File: src/rtl/router_pkg.sv
// rtl/router_pkg.sv - shared constants and packet formatter for the router bus terminals
//
// Purpose: common widths and codes, plus mk_pkt(), which builds a
// {dest, payload} word. mk_pkt works on a wide container so that any
// packet width up to PKT_MAX_W can use it. Callers cast the result
// down to their own packet width.
package router_pkg;

  localparam int         DEST_W    = 8;
  localparam logic [7:0] BROADCAST = 8'hFF;
  localparam int         CNT_W     = 16;
  localparam int         PKT_MAX_W = 128;

  // pay_w is the payload width. dest is placed directly above the payload,
  // and payload bits at or above pay_w are discarded.
  function automatic logic [PKT_MAX_W-1:0] mk_pkt(
    input logic [DEST_W-1:0]    dest,
    input logic [PKT_MAX_W-1:0] payload,
    input int                   pay_w
  );
    logic [PKT_MAX_W-1:0] mask;
    mask = (PKT_MAX_W'(1) << pay_w) - PKT_MAX_W'(1);
    return (PKT_MAX_W'(dest) << pay_w) | (payload & mask);
  endfunction

endpackage

File: src/rtl/bus_tx_fifo.sv
// rtl/bus_tx_fifo.sv - generic show-ahead FIFO with a registered head word
//
// Purpose: a circular buffer whose head entry is always presented on rdata
// while the FIFO is not empty.
// Ports:
//   clk, reset     - rising-edge clock, asynchronous active-high reset
//   wr, wdata      - write strobe/data; ignored while full
//   rd             - retire the head entry; ignored while empty
//   rdata          - head entry; holds its last value when the FIFO is empty
//   empty, full    - registered from the next-count value
module bus_tx_fifo #(
  parameter int width = 32,
  parameter int depth = 16
) (
  input  logic             clk,
  input  logic             reset,
  input  logic             wr,
  input  logic [width-1:0] wdata,
  input  logic             rd,
  output logic [width-1:0] rdata,
  output logic             empty,
  output logic             full
);

  localparam int AW = $clog2(depth);

  logic [width-1:0] r_mem [depth];
  logic [AW-1:0]    r_wr_ptr;
  logic [AW-1:0]    r_rd_ptr;
  logic [AW:0]      r_count;
  logic             r_empty;
  logic             r_full;
  logic [width-1:0] r_rdata;

  logic             w_do_wr;
  logic             w_do_rd;
  logic [AW-1:0]    w_rd_ptr_n;
  logic [AW:0]      w_count_n;
  logic [width-1:0] w_rdata_n;

  // The full check uses the count before the edge, so a write while full
  // is dropped even if a read happens in the same cycle.
  assign w_do_wr = wr & ~r_full;
  assign w_do_rd = rd & ~r_empty;

  always_comb begin
    w_rd_ptr_n = r_rd_ptr + AW'(w_do_rd);
    w_count_n  = r_count + (AW+1)'(w_do_wr) - (AW+1)'(w_do_rd);
    w_rdata_n  = r_rdata;
    if (w_count_n != '0) begin
      // When the slot being written becomes the new head, the memory does
      // not hold it yet. Forward wdata straight into the head register.
      if (w_do_wr && (r_wr_ptr == w_rd_ptr_n))
        w_rdata_n = wdata;
      else
        w_rdata_n = r_mem[w_rd_ptr_n];
    end
  end

  always_ff @(posedge clk) begin
    if (w_do_wr)
      r_mem[r_wr_ptr] <= wdata;
  end

  always_ff @(posedge clk or posedge reset) begin
    if (reset) begin
      r_wr_ptr <= '0;
      r_rd_ptr <= '0;
      r_count  <= '0;
      r_empty  <= 1'b1;
      r_full   <= 1'b0;
      r_rdata  <= '0;
    end else begin
      r_wr_ptr <= r_wr_ptr + AW'(w_do_wr);
      r_rd_ptr <= w_rd_ptr_n;
      r_count  <= w_count_n;
      r_empty  <= (w_count_n == '0);
      r_full   <= (w_count_n == (AW+1)'(depth));
      r_rdata  <= w_rdata_n;
    end
  end

  assign rdata = r_rdata;
  assign empty = r_empty;
  assign full  = r_full;

endmodule

File: src/rtl/bus_terminal_tx.sv
// rtl/bus_terminal_tx.sv - transmit endpoint for one router_bus_gnrtr terminal
//
// Purpose: accepts host packets, filters self-addressed ones, buffers them
// in a show-ahead FIFO and presents the head packet to the router.
// Ports:
//   clk, reset                 - rising-edge clock, async active-high reset
//   push, push_dest, push_payload - host write side
//   full                       - FIFO holds fifo_depth entries
//   pndng_i_in, data_out_i_in  - head packet valid/data toward the router
//   popin                      - router retires the head packet
//   sent_cnt, drop_cnt         - saturating event counters
//   overflow, underflow        - sticky error flags
module bus_terminal_tx
  import router_pkg::*;
#(
  parameter int         pckg_sz    = 32,
  parameter int         fifo_depth = 16,
  parameter logic [7:0] term_id    = 8'd0,
  parameter logic [7:0] broadcast  = BROADCAST
) (
  input  logic               clk,
  input  logic               reset,
  input  logic               push,
  input  logic [7:0]         push_dest,
  input  logic [pckg_sz-9:0] push_payload,
  output logic               full,
  output logic               pndng_i_in,
  output logic [pckg_sz-1:0] data_out_i_in,
  input  logic               popin,
  output logic [15:0]        sent_cnt,
  output logic [15:0]        drop_cnt,
  output logic               overflow,
  output logic               underflow
);

  logic [pckg_sz-1:0] w_pkt;
  logic               w_self;
  logic               w_accept;
  logic               w_drop;
  logic               w_retire;
  logic               w_empty;
  logic               w_full;

  logic [CNT_W-1:0]   r_sent_cnt;
  logic [CNT_W-1:0]   r_drop_cnt;
  logic               r_overflow;
  logic               r_underflow;

  assign w_pkt = pckg_sz'(mk_pkt(push_dest, PKT_MAX_W'(push_payload), pckg_sz - DEST_W));

  // Loopback is not supported. The broadcast code is always deliverable.
  assign w_self   = (push_dest == term_id) && (push_dest != broadcast);
  assign w_accept = push & ~w_full & ~w_self;
  assign w_drop   = push & ~w_accept;
  assign w_retire = popin & ~w_empty;

  bus_tx_fifo #(
    .width (pckg_sz),
    .depth (fifo_depth)
  ) u_fifo (
    .clk   (clk),
    .reset (reset),
    .wr    (w_accept),
    .wdata (w_pkt),
    .rd    (w_retire),
    .rdata (data_out_i_in),
    .empty (w_empty),
    .full  (w_full)
  );

  always_ff @(posedge clk or posedge reset) begin
    if (reset) begin
      r_sent_cnt  <= '0;
      r_drop_cnt  <= '0;
      r_overflow  <= 1'b0;
      r_underflow <= 1'b0;
    end else begin
      if (w_retire && (r_sent_cnt != '1))
        r_sent_cnt <= r_sent_cnt + 1'b1;
      if (w_drop && (r_drop_cnt != '1))
        r_drop_cnt <= r_drop_cnt + 1'b1;
      if (push && w_full)
        r_overflow <= 1'b1;
      if (popin && w_empty)
        r_underflow <= 1'b1;
    end
  end

  assign full       = w_full;
  assign pndng_i_in = ~w_empty;
  assign sent_cnt   = r_sent_cnt;
  assign drop_cnt   = r_drop_cnt;
  assign overflow   = r_overflow;
  assign underflow  = r_underflow;

endmodule
File: config.mk
export PLATFORM = sky130hd
export DESIGN_NAME = bus_terminal_tx
export DESIGN_NICKNAME = d
export VERILOG_FILES = /design/src/rtl/router_pkg.sv /design/src/rtl/bus_tx_fifo.sv /design/src/rtl/bus_terminal_tx.sv
export SDC_FILE = /design/constraint.sdc
export NUM_CORES = 1
export LEC_CHECK = 0
export BUFFER_PORTS_ARGS = -buffer_cell sky130_fd_sc_hd__buf_2
export CORE_MARGIN = 2
export CORE_UTILIZATION = 35
export CTS_CLUSTER_DIAMETER = 40
export DETAILED_ROUTE_END_ITERATION = 6
export PLACE_DENSITY_LB_ADDON = 0.12
export SLEW_MARGIN = 10
export SYNTH_ARGS = -nofsm -noshare
export SYNTH_HDL_FRONTEND = slang
export SYNTH_SLANG_ARGS = --single-unit
File: constraint.sdc
create_clock -name clk -period 4.7 [get_ports clk]
set_clock_uncertainty 0.1 [all_clocks]
set_input_delay 0.47 -clock clk [delete_from_list [all_inputs] [get_ports clk]]
set_output_delay 0.47 -clock clk [all_outputs]
set_load 0.05 [all_outputs]
==> run metrics <==
RSZ-0062 raised after global routing=no; initial antenna violation count=1; chip width=roughly 260 µm; DR DRC count=0; syn nets=1205; hold_buf cts=4; vias per cell=around 5.1; non-filler cells, final=roughly 2300; crit start category=primary input; Power Density=approximately 760 nW/µm²; Setup CP Type=in -> reg; Placed Instances=between 2000 and 2500; fraction of registers with async set/reset=0.1366; largest net degree at the start of global routing=130; Hold Crit Class=in -> reg; sequential share of the synthesized area=0.7418; nets=around 1400; total grt overflow=0; vias in the first global route=roughly 13000; CP Max Fanout=50; TritonRoute pass-1 iters=5; fin crit period=between 3 and 4 ns; hpwl dp=30430 µm; register bit count reported by yosys=~600; cts repair resizes=0; Max rail drop VDD=between 700 and 800 µV; Die Area=69120 µm²; routed wire length=roughly 57000 µm; final slew viol count=0; H-tree depth=3; Worst R2R Setup Slack=1.00 ns; Vias=between 10000 and 15000; Worst Max-Slew Pin Slew=roughly 1 ns; Post-synth EDFFs=~500; share of cells above drive strength 1=0.3285; CTS Buf Count=100; ANT nets after route=0; post-synth top area share=0.6553; status=finished, final reports clean; IO Port Bufs=103; Final Wtd Congestion=0.7371; final worst setup slack=between 0.8 and 0.9 ns; final hold vios=0; critical path required time=5.15 ns; count leader, synth=edfxtp_1; area grow syn2layout=22.94%; Max clock buf depth=3; Routed WL per cell=between 20 and 25 µm; cells along the critical path=dlygate4sd3_1 > buf_2 > nor4_1 > buf_4 > a21o_1 > inv_2 > ha_1 > fa_1 > xor2_1 > and4b_1 > o22ai_4 > buf_12 > nor2_1 > a21oi_1; # diodes=0; Clk Latency, worst-skew pair=approximately 0.65 ns; root buf cell=clkbuf_16; synth cell count leaders=edfxtp_1, mux2i_1, mux4_2, dfrtp_1, nor2_1; Max Cap Viol=0; clk sinks=approximately 590; final setup fails=0; Syn Std Cell Area=about 23000 µm²; Core Rows=94; Initial Utilization=0.3549; setup bufs post-CTS=0; Placement Setup Slack=between 0.5 and 0.6 ns; Clock transition at path regs=roughly 0.050 ns; Pleak=roughly 10 nW; io pins=~100; Starting DRT DRC Count=723; synth unique cells=44; Max stage delay on crit path=~0.53 ns; Hold WS=0.1016 ns; # fillers=~5800; Final period util=0.8218; syn_area_per_cell=roughly 20 µm²; Mapped Cells=1157; fmax=approximately 0.26 GHz; DIE HEIGHT=about 260 µm; Main synth FF type=edfxtp_1; Core ar.=66100 µm²; nature of the critical path endpoint=flop; setup TNS=0 ns; Synth Warn #=0; dominant cells by area after synthesis=edfxtp_1, mux4_2, dfrtp_1; first-pass GRT wire length=about 85000 µm; overall power=roughly 0.022 W; Slew headroom=0.3255; CTS tree=yes; WP data arrival=between 4 and 5 ns; cell taking the most area after synthesis=edfxtp_1; GRT Total Usage=0.1683; CP max-delay cell=dlygate4sd3_1
-- flip-flops by register name, indices dropped and copies added (netlist names) --
signal and flops:
u_fifo.r_count 5, u_fifo.full 1, u_fifo.r_rd_ptr 4, u_fifo.r_mem 512
u_fifo.empty 1, overflow 1, u_fifo.rdata 32, sent_cnt 16
drop_cnt 16, underflow 1, u_fifo.r_wr_ptr 4
-- logic make-up after synthesis --
group                    Yosys count  synth area share
flip-flops                       593            0.7418
multiplexers                     259            0.1789
AND/OR/NAND/NOR                  139           0.02906
buffers and inverters             68           0.01707
AO/OA/AOI/OAI                     48           0.01163
XOR/XNOR                          38           0.01483
adder cells (fa/ha/maj)           12          0.006720
-- layer usage --
layer | part of all wire | track usage | up-vias | wire length (µm)
li1 | - | - | 5107 | -
met3 | 0.035 | 0.03664 | 90 | 1987
met4 | 0.020 | 0.04880 | 2 | 1168
met1 | 0.44 | 0.2179 | 6198 | 25060
met2 | 0.51 | 0.2850 | 226 | 29080
met5 | 0.00023 | 0 | - | 13
-- metrics by stage --
stage               cell area, µm²  utilization
floorplan                    23470            -
global placement             25280       0.3825
detailed placement           25280       0.3825
CTS                          28840       0.4364
global route                 28840       0.4364
finish                       28840       0.4364
-- worst max-delay path: cells and delay by family --
kind / cells / cell delay [ns]
xor gates and xnor gates: 1 / 0.30
and+or+nand+nor: 3 / 0.57
adders and majority gates: 2 / 0.70
buffers and inverters: 5 / 1.35
AOI/OAI and AO/OA: 3 / 0.91
-- final cells by class --
| class | count | area [µm²] | share of cell area |
|---|---|---|---|
| sequential | 593 | 17400 | 0.6034 |
| multi-input combinational | 496 | 5859 | 0.2031 |
| clock buffer | 108 | 2562 | 0.08884 |
| tap | 864 | 1081 | 0.03748 |
| clock inverter | 81 | 957.2 | 0.03319 |
| timing repair buffer | 144 | 920.9 | 0.03193 |
| inverter | 15 | 58.81 | 0.002039 |
-- where the power goes --
group	internal, W	total, W	leakage (nW)	switching (W)
logic	0.00328	0.00766	3.10	0.00438
registers	0.00651	0.00686	5.62	0.000352
clock network	0.00483	0.00752	1.69	0.00269
-- cell usage in the layout (no fill, tap or decap), types with 19 or more instances in the layout --
cell type | netlist | routed
buf_4 | 6 | 30
edfxtp_1 | 512 | 512
mux2i_1 | 128 | 128
buf_2 | 20 | 103
a21oi_1 | 37 | 37
mux4_2 | 128 | 128
clkbuf_16 | 0 | 100
dfrtp_1 | 80 | 80
clkinv_2 | 0 | 19
nor2_1 | 54 | 45
xor2_1 | 24 | 22
-- worst paths after layout --
kind                            cells after the start                 end            start
worst max-delay path                               14     u_fifo.rdata[7]     push_dest[6]
worst min-delay path                                1  u_fifo.r_mem[7][0]  push_payload[0]
worst max register to register                     11     u_fifo.rdata[7]      u_fifo.full
worst min register to register                      1            overflow         overflow
max in group asynchronous                           4    u_fifo.rdata[20]            reset
min in group asynchronous                           3         sent_cnt[0]            reset
No activity file was read; power rests on OpenSTA's default activity.
